==> src/rtl/sar_search.sv <==
// Successive-approximation search controller: drives a trial operand into an
// external comparator and recovers the comparator's B-side target MSB-first.
module sar_search #(
  parameter int WIDTH = 4
) (
  input  logic             clk,
  input  logic             rst_n,
  input  logic             start,
  output logic [WIDTH-1:0] guess,
  input  logic             grt,
  input  logic             sma,
  input  logic             eq,
  output logic             busy,
  output logic             done,
  output logic             found,
  output logic             err,
  output logic [WIDTH-1:0] result
);

  localparam int KW = $clog2(WIDTH);

  typedef enum logic {IDLE, TRY} state_t;

  state_t           state;
  logic [KW-1:0]    k;
  logic [WIDTH-1:0] bit_k;
  logic [WIDTH-1:0] decided;
  logic [WIDTH-1:0] next_trial;
  logic             legal;

  // decided applies the grt/sma verdict to bit k; next_trial also seeds bit k-1
  always_comb begin
    bit_k      = {{(WIDTH-1){1'b0}}, 1'b1} << k;
    decided    = sma ? guess : (guess & ~bit_k);
    next_trial = decided | (bit_k >> 1);
    legal      = ({grt, sma, eq} == 3'b100) ||
                 ({grt, sma, eq} == 3'b010) ||
                 ({grt, sma, eq} == 3'b001);
  end

  always_ff @(posedge clk or negedge rst_n) begin
    if (!rst_n) begin
      state  <= IDLE;
      guess  <= '0;
      k      <= '0;
      busy   <= 1'b0;
      done   <= 1'b0;
      found  <= 1'b0;
      err    <= 1'b0;
      result <= '0;
    end else begin
      done <= 1'b0;
      unique case (state)
        IDLE: begin
          if (start) begin
            guess <= {1'b1, {(WIDTH-1){1'b0}}};
            k     <= KW'(WIDTH - 1);
            busy  <= 1'b1;
            found <= 1'b0;
            err   <= 1'b0;
            state <= TRY;
          end
        end
        TRY: begin
          if (!legal) begin
            err    <= 1'b1;
            result <= '0;
            guess  <= '0;
            done   <= 1'b1;
            busy   <= 1'b0;
            state  <= IDLE;
          end else if (eq) begin
            result <= guess;
            found  <= 1'b1;
            done   <= 1'b1;
            busy   <= 1'b0;
            state  <= IDLE;
          end else if (k != '0) begin
            guess <= next_trial;
            k     <= k - KW'(1);
          end else begin
            result <= decided;
            found  <= 1'b0;
            done   <= 1'b1;
            busy   <= 1'b0;
            state  <= IDLE;
          end
        end
        default: state <= IDLE;
      endcase
    end
  end

endmodule

==> config.mk <==
export PLATFORM = sky130hd
export DESIGN_NAME = sar_search
export DESIGN_NICKNAME = d
export VERILOG_FILES = /design/src/rtl/sar_search.sv
export SDC_FILE = /design/constraint.sdc
export NUM_CORES = 1
export LEC_CHECK = 0
export BUFFER_PORTS_ARGS = -buffer_cell sky130_fd_sc_hd__buf_2
export CORE_ASPECT_RATIO = 1.75
export CORE_MARGIN = 3
export CORE_UTILIZATION = 30
export CTS_BUF_LIST = sky130_fd_sc_hd__clkbuf_8
export DETAILED_ROUTE_END_ITERATION = 12
export PLACE_DENSITY = 0.51
export SLEW_MARGIN = 40
export SYNTH_ARGS = -nofsm -noshare
export SYNTH_HDL_FRONTEND = slang
export SYNTH_SLANG_ARGS = --single-unit
==> constraint.sdc <==
create_clock -name clk -period 2.72 [get_ports clk]
set_clock_uncertainty 0.15 [all_clocks]
set_input_delay 0.544 -clock clk [delete_from_list [all_inputs] [get_ports clk]]
set_output_delay 0.544 -clock clk [all_outputs]
set_load 0.01 [all_outputs]
==> impl_metrics.ini, run 1 <==
[run_status]
status = complete, no violations

[clock_network]
root_buffer = clkbuf_8
hold_buffers = 0
cts_inserted_buffers = 3
ctsResizeCount = 0
cts_tree = done
clock_latency_ns = 0.24
clk_pin_slew_ns = 0.06
cts_sinks = 15
htreeDepth = 1
cts_setup_buffers = 0
clockBufferDepth = 2

[route]
wirelength_um = 1880
viasPerCell = 5.29
drc = 0
drt_iter0_markers = 10
antenna_left = 0
drt-wirelength-per-cell_um = 14.6
vias = 682
dr.pass1.iters = 4

[sta]
max_freq_ghz = 0.543
hold_violations = 0
rsz0062_at_grt = false
holdWs_ns = 0.0487
setup_viol = 0
setup_ws_ns = 0.879
fin_crit_ns = 1.84
final.period_utilization_pct = 67.7
tightest_slew_ns = 0.493
slew_headroom_pct = 67.2
report.final.slew_viol_count = 0
tns_ns = 0

[power]
peakVddDrop_mv = 0.293
total_power_uw = 618
power.leakage_nw = 0.477
power_density_nw_per_um2 = 621

[final_layout]
diodes = 0
syn_to_final_growth_pct = 17.4
fin_nets = 114
multi_input_area_um2 = 425
fin_util_pct = 38.5
regArea_um2 = 375
drive_gt1_share_pct = 26.2
fill_cells = 275

[placement]
portBuffers = 17
place_congestion = 0.800
post-place-ws_ns = 0.788
place_hpwl_um = 1450

[synthesis]
syn_inst = 85
synth_warnings = 0
synth_edf_count = 0
netlist.area_leader.share_pct = 44.3
synthMostInstantiatedCell = dfrtp_1
synth.yosys.seq_area_share_pct = 44.3
syn_area_um2 = 847
synth_ff_type = dfrtp_1
synth_fp_nets = 95
syn_area_per_cell_um2 = 9.97
yosysUniqueCellTypes = 29
ys_top_cells_by_count = dfrtp_1 (15), inv_1 (8), nand2_1 (8), nor2_1 (8), o21ai_0 (8)
yosys.area.top_type = dfrtp_1
yosys-top-cells-area = dfrtp_1 (44%), ha_1 (5.9%), a32o_1 (4.7%), o21ai_0 (4.7%), inv_1 (3.5%)
synthArstFlopShare_pct = 100
ys_ff_latch = 15

[worst_hold_path]
min_path_type = in -> async

[critical_path]
r2r_start = k[0]
cp.required_ns = 2.73
reg2regPathDepth = 5
critical_path.top_delay_family = flip-flops
critPathBufInv = 1
endpoint_kind = flop
crit_fanout = 7
critPathSlowestCell = dfrtp_1
rr_endpoint = k[1]
max_stage_delay_ns = 0.43
r2r_slack_ns = 0.88
cp-start-kind = flop
worstPathArrival_ns = 1.85
crit_type = reg -> reg
crit_chain = inv_1, ha_1, nor3_4, mux2_2, a22oi_1

[grt]
grt_pass1_wl_um = 3200
grt_overflow = 0
grt_pass1_vias = 681
use_met2_pct = 20.3
grt-busiest-layer = met2
antenna_found_initial = 0
grt_usage_pct = 12.5
grt_use_met3_pct = 2.84
met1_usage_pct = 14.6
grt_max_degree = 17

[floorplan]
std_cell_rows = 24
die_h_um = 76.3
dieWidth_um = 46.2
start_util_pct = 32.8
core-area_um2 = 2580
ioPinCount = 18
fp.dieArea_um2 = 3520

[job]
max-cap-violations = 0
[area by class of cell]
class / instances / share of cell area (%)
Multi-Input combinational cell: 59 / 42.8
Sequential cell: 15 / 37.7
Timing Repair Buffer: 17 / 8.55
Clock buffer: 3 / 4.15
Tap cell: 26 / 3.27
Inverter: 8 / 3.02
Clock inverter: 1 / 0.503
[cells in the final DEF (no fill, tap or decap), types with 3 or more instances in the layout]
master | netlist | routed
nand2_1 | 8 | 8
nor2_1 | 8 | 8
a21oi_1 | 4 | 4
inv_1 | 8 | 8
o21ai_0 | 8 | 8
clkbuf_8 | 0 | 3
ha_1 | 4 | 4
dfrtp_1 | 15 | 15
buf_2 | 1 | 17
a32o_1 | 4 | 4
[cell families after synthesis]
kind of cell	synth area share, %
compound gates	23.8
simple gates	15.2
flops	44.3
buf+inv	5.46
fa+ha+maj	5.91
xor+xnor	3.99
mux	1.33
[per-layer routing]
metal	routed length, um	vias up
li1	-	336
met1	738	329
met2	1060	13
met3	57	4
met4	27	0
met5	0	-
[power breakdown]
group | total, mW | switching, mW | internal (mW)
Combinational | 0.155 | 0.0881 | 0.0668
Clock | 0.178 | 0.0770 | 0.101
Sequential | 0.285 | 0.0316 | 0.253
Total | 0.618 | 0.197 | 0.421
[stage by stage]
stage	area [um^2]	instances
after detailed placement	948	125
final	995	129
after floorplan	847	85
after global placement	948	125
after global routing	995	129
after CTS	995	129
[registers in the layout, indices dropped and copies added, names as in the netlist]
name    count
guess       4
found       1
k           2
result      4
err         1
state       1
done        1
busy        1
[worst register-to-register path, cell delays in order, from the launching register on]
cell     delay (ns)
dfrtp_1        0.43
inv_1          0.09
ha_1           0.26
nor3_4         0.33
mux2_2         0.37
a22oi_1        0.13
[worst max path at each step]
stage / start / end / depth (start not counted)
floorplan: sma / k[1] / 5
global placement: sma / k[1] / 5
detailed placement: sma / k[1] / 5
CTS: k[0] / k[1] / 5
global route: k[0] / k[1] / 5
finish: k[0] / k[1] / 5
(Power assumes the default switching activity.)
==> run 2: changes to the inputs <==
ABC_AREA = 1   (was not set)
PLACE_DENSITY = 0.53   (was 0.51)
clock period = 1.5 ns   (was 2.72 ns; I/O delays follow)
==> impl_metrics.ini, run 2 <==
[clock_network]
cts_tree = done
clk_pin_slew_ns = 0.06
root_buffer = clkbuf_8
htreeDepth = 1
clockBufferDepth = 2
clock_latency_ns = 0.25
cts_sinks = 15
cts_inserted_buffers = 3

[final_layout]
multi_input_area_um2 = 440
final_common_cell = nand2_1
diodes = 0
reg_top3 = guess x4, result x4, k x2
mostFrequentLayoutCells = nand2_1 (32), buf_2 (17), dfrtp_1 (15)
regArea_um2 = 375
fin_nets = 139
fill_cells = 277
syn_to_final_growth_pct = 26.1
stdcell_count = 154
drive_gt1_share_pct = 33.6

[sta]
rsz0062_at_grt = false
final.period_utilization_pct = 91.4
tightest_slew_ns = 0.342
report.final.slew_viol_count = 0
hold_violations = 0
tns_ns = 0
holdWs_ns = 0.206
setup_viol = 0
max_freq_ghz = 0.729
fin_crit_ns = 1.37
setup_ws_ns = 0.128
slew_headroom_pct = 77.2

[synthesis]
yosys.area.top_type = dfrtp_1
synth_warnings = 0
ys_top_cells_by_count = nand2_1 (32), dfrtp_1 (15), nand3_1 (10)
synth.yosys.seq_area_share_pct = 44.8
syn_area_um2 = 838
synth_edf_count = 0
yosysUniqueCellTypes = 17
synth_ff_type = dfrtp_1
yosys-top-cells-area = dfrtp_1 (45%), nand2_1 (14%), ha_1 (6.0%), nand2_2 (6.0%), nand3_1 (6.0%)
netlist.area_leader.share_pct = 44.8
synthMostInstantiatedCell = nand2_1
syn_area_per_cell_um2 = 8.22
ys_ff_latch = 15
synth_fp_nets = 112
synthArstFlopShare_pct = 100
syn_inst = 102

[route]
viasPerCell = 4.77
antenna_left = 0
wirelength_um = 1880
drt-wirelength-per-cell_um = 12.2
vias = 735
dr.pass1.iters = 4
drt_iter0_markers = 17
drc = 0

[grt]
grt_max_degree = 16
grt_pass1_vias = 747
grt_overflow = 0
grt_usage_pct = 11.8
antenna_found_initial = 0
grt_pass1_wl_um = 3110

[power]
power_density_nw_per_um2 = 1370
total_power_mw = 1.45
peakVddDrop_mv = 0.677
power.leakage_nw = 0.585

[floorplan]
core-area_um2 = 2580
dieWidth_um = 46.0
std_cell_rows = 24
ioPinCount = 18
fp.dieArea_um2 = 3490
die_h_um = 75.9
start_util_pct = 32.5

[placement]
placedCellCount = 149
place_hpwl_um = 1520
portBuffers = 17
place_congestion = 0.828
post-place-ws_ns = 0.0809

[critical_path]
crit_type = reg -> reg
critPathSlowestCell = dfrtp_1
rr_endpoint = guess[0]
cp.required_ns = 1.54
critical_path.top_delay_family = flip-flops
cp.depth = 8
max_stage_delay_ns = 0.38
crit_fanout = 5
reg2regPathDepth = 8
cp-start-kind = flop
critPathBufInv = 1
r2r_slack_ns = 0.13
r2r_start = k[0]
crit_chain = inv_1, ha_2, nand2_4, o21ai_4, nand2_2, nand2_2, nand2_1, nand2_1
worstPathArrival_ns = 1.41
endpoint_kind = flop

[run_status]
status = complete, no violations

[worst_hold_path]
min_path_type = in -> reg
hold_end = err
holdPathStages = 4
hold_start = start

[job]
max-cap-violations = 0
==> run 2: cell count changes in the layout (fill, tap and decap cells not counted), moves of 4 or more <==
cell	delta
nand2_1	+24
o21ai_0	-4
a32o_1	-4
nand2_2	+7
buf_4	+5
nand3_1	+10
==> run 2: final cells by class <==
| class | instances | share of cell area, % |
|---|---|---|
| repair buffers | 23 | 12.5 |
| flip-flops and latches | 15 | 35.5 |
| clock inverters | 1 | 0.473 |
| well taps | 26 | 3.08 |
| inverters | 8 | 2.84 |
| multi-input cells | 78 | 41.7 |
| clock buffers | 3 | 3.91 |
==> run 2: report_power, final <==
group,leakage (nW),switching (mW),internal [mW],total (mW)
combinational,0.368,0.328,0.240,0.568
sequential,0.191,0.0632,0.495,0.558
clock,0.0255,0.143,0.184,0.326
==> run 2: worst reg2reg max path: cells and delay by family (launching register included) <==
family                     cells  cell delay (ns)
adders and majority gates      1             0.22
DFF                            1             0.38
AOI/OAI and AO/OA              1             0.10
buffers and inverters          1             0.09
and+or+nand+nor                5             0.38
==> run 2: kinds of logic (layout without fill, tap and decap cells) <==
logic type	after synthesis	in the layout	share of synthesized area, %
DFF	15	15	44.8
adders and majority gates	4	4	5.97
AOI/OAI and AO/OA	12	12	8.36
and+or+nand+nor	62	62	36.4
buffers and inverters	9	35	4.48
==> run 2: what timing repair did <==
| action | CTS | global route |
|---|---|---|
| endpoints found under the setup margin | 0 | 5 |
| endpoints found under the hold margin | 15 | 0 |
| setup buffers | 0 | 0 |
| gates resized for setup | 0 | 3 |
| hold buffers | 1 | 0 |
==> run 2: metrics by stage <==
step	utilization (%)	instance area (um^2)
floorplan	-	838
global placement	38.2	986
detailed placement	38.2	986
CTS	40.4	1040
global route	40.9	1060
finish	40.9	1060
==> run 2: worst max-delay path by stage <==
stage / from / endpoint / slack (ns)
finish: k[0] / guess[0] / 0.13
global route: k[0] / guess[0] / 0.03
global placement: k[0] / guess[1] / 0.10
detailed placement: k[0] / guess[0] / 0.08
floorplan: k[0] / guess[0] / 0.12
CTS: k[0] / guess[1] / 0.06
==> run 2: per-layer routing <==
layer / part of all wire, % / vias up / global-route usage [%]
li1: - / 379 / -
met3: 2.7 / 2 / 2.13
met5: 0 / - / 0
met1: 39 / 344 / 11.5
met4: 1.1 / 0 / 5.98
met2: 57 / 10 / 21.5
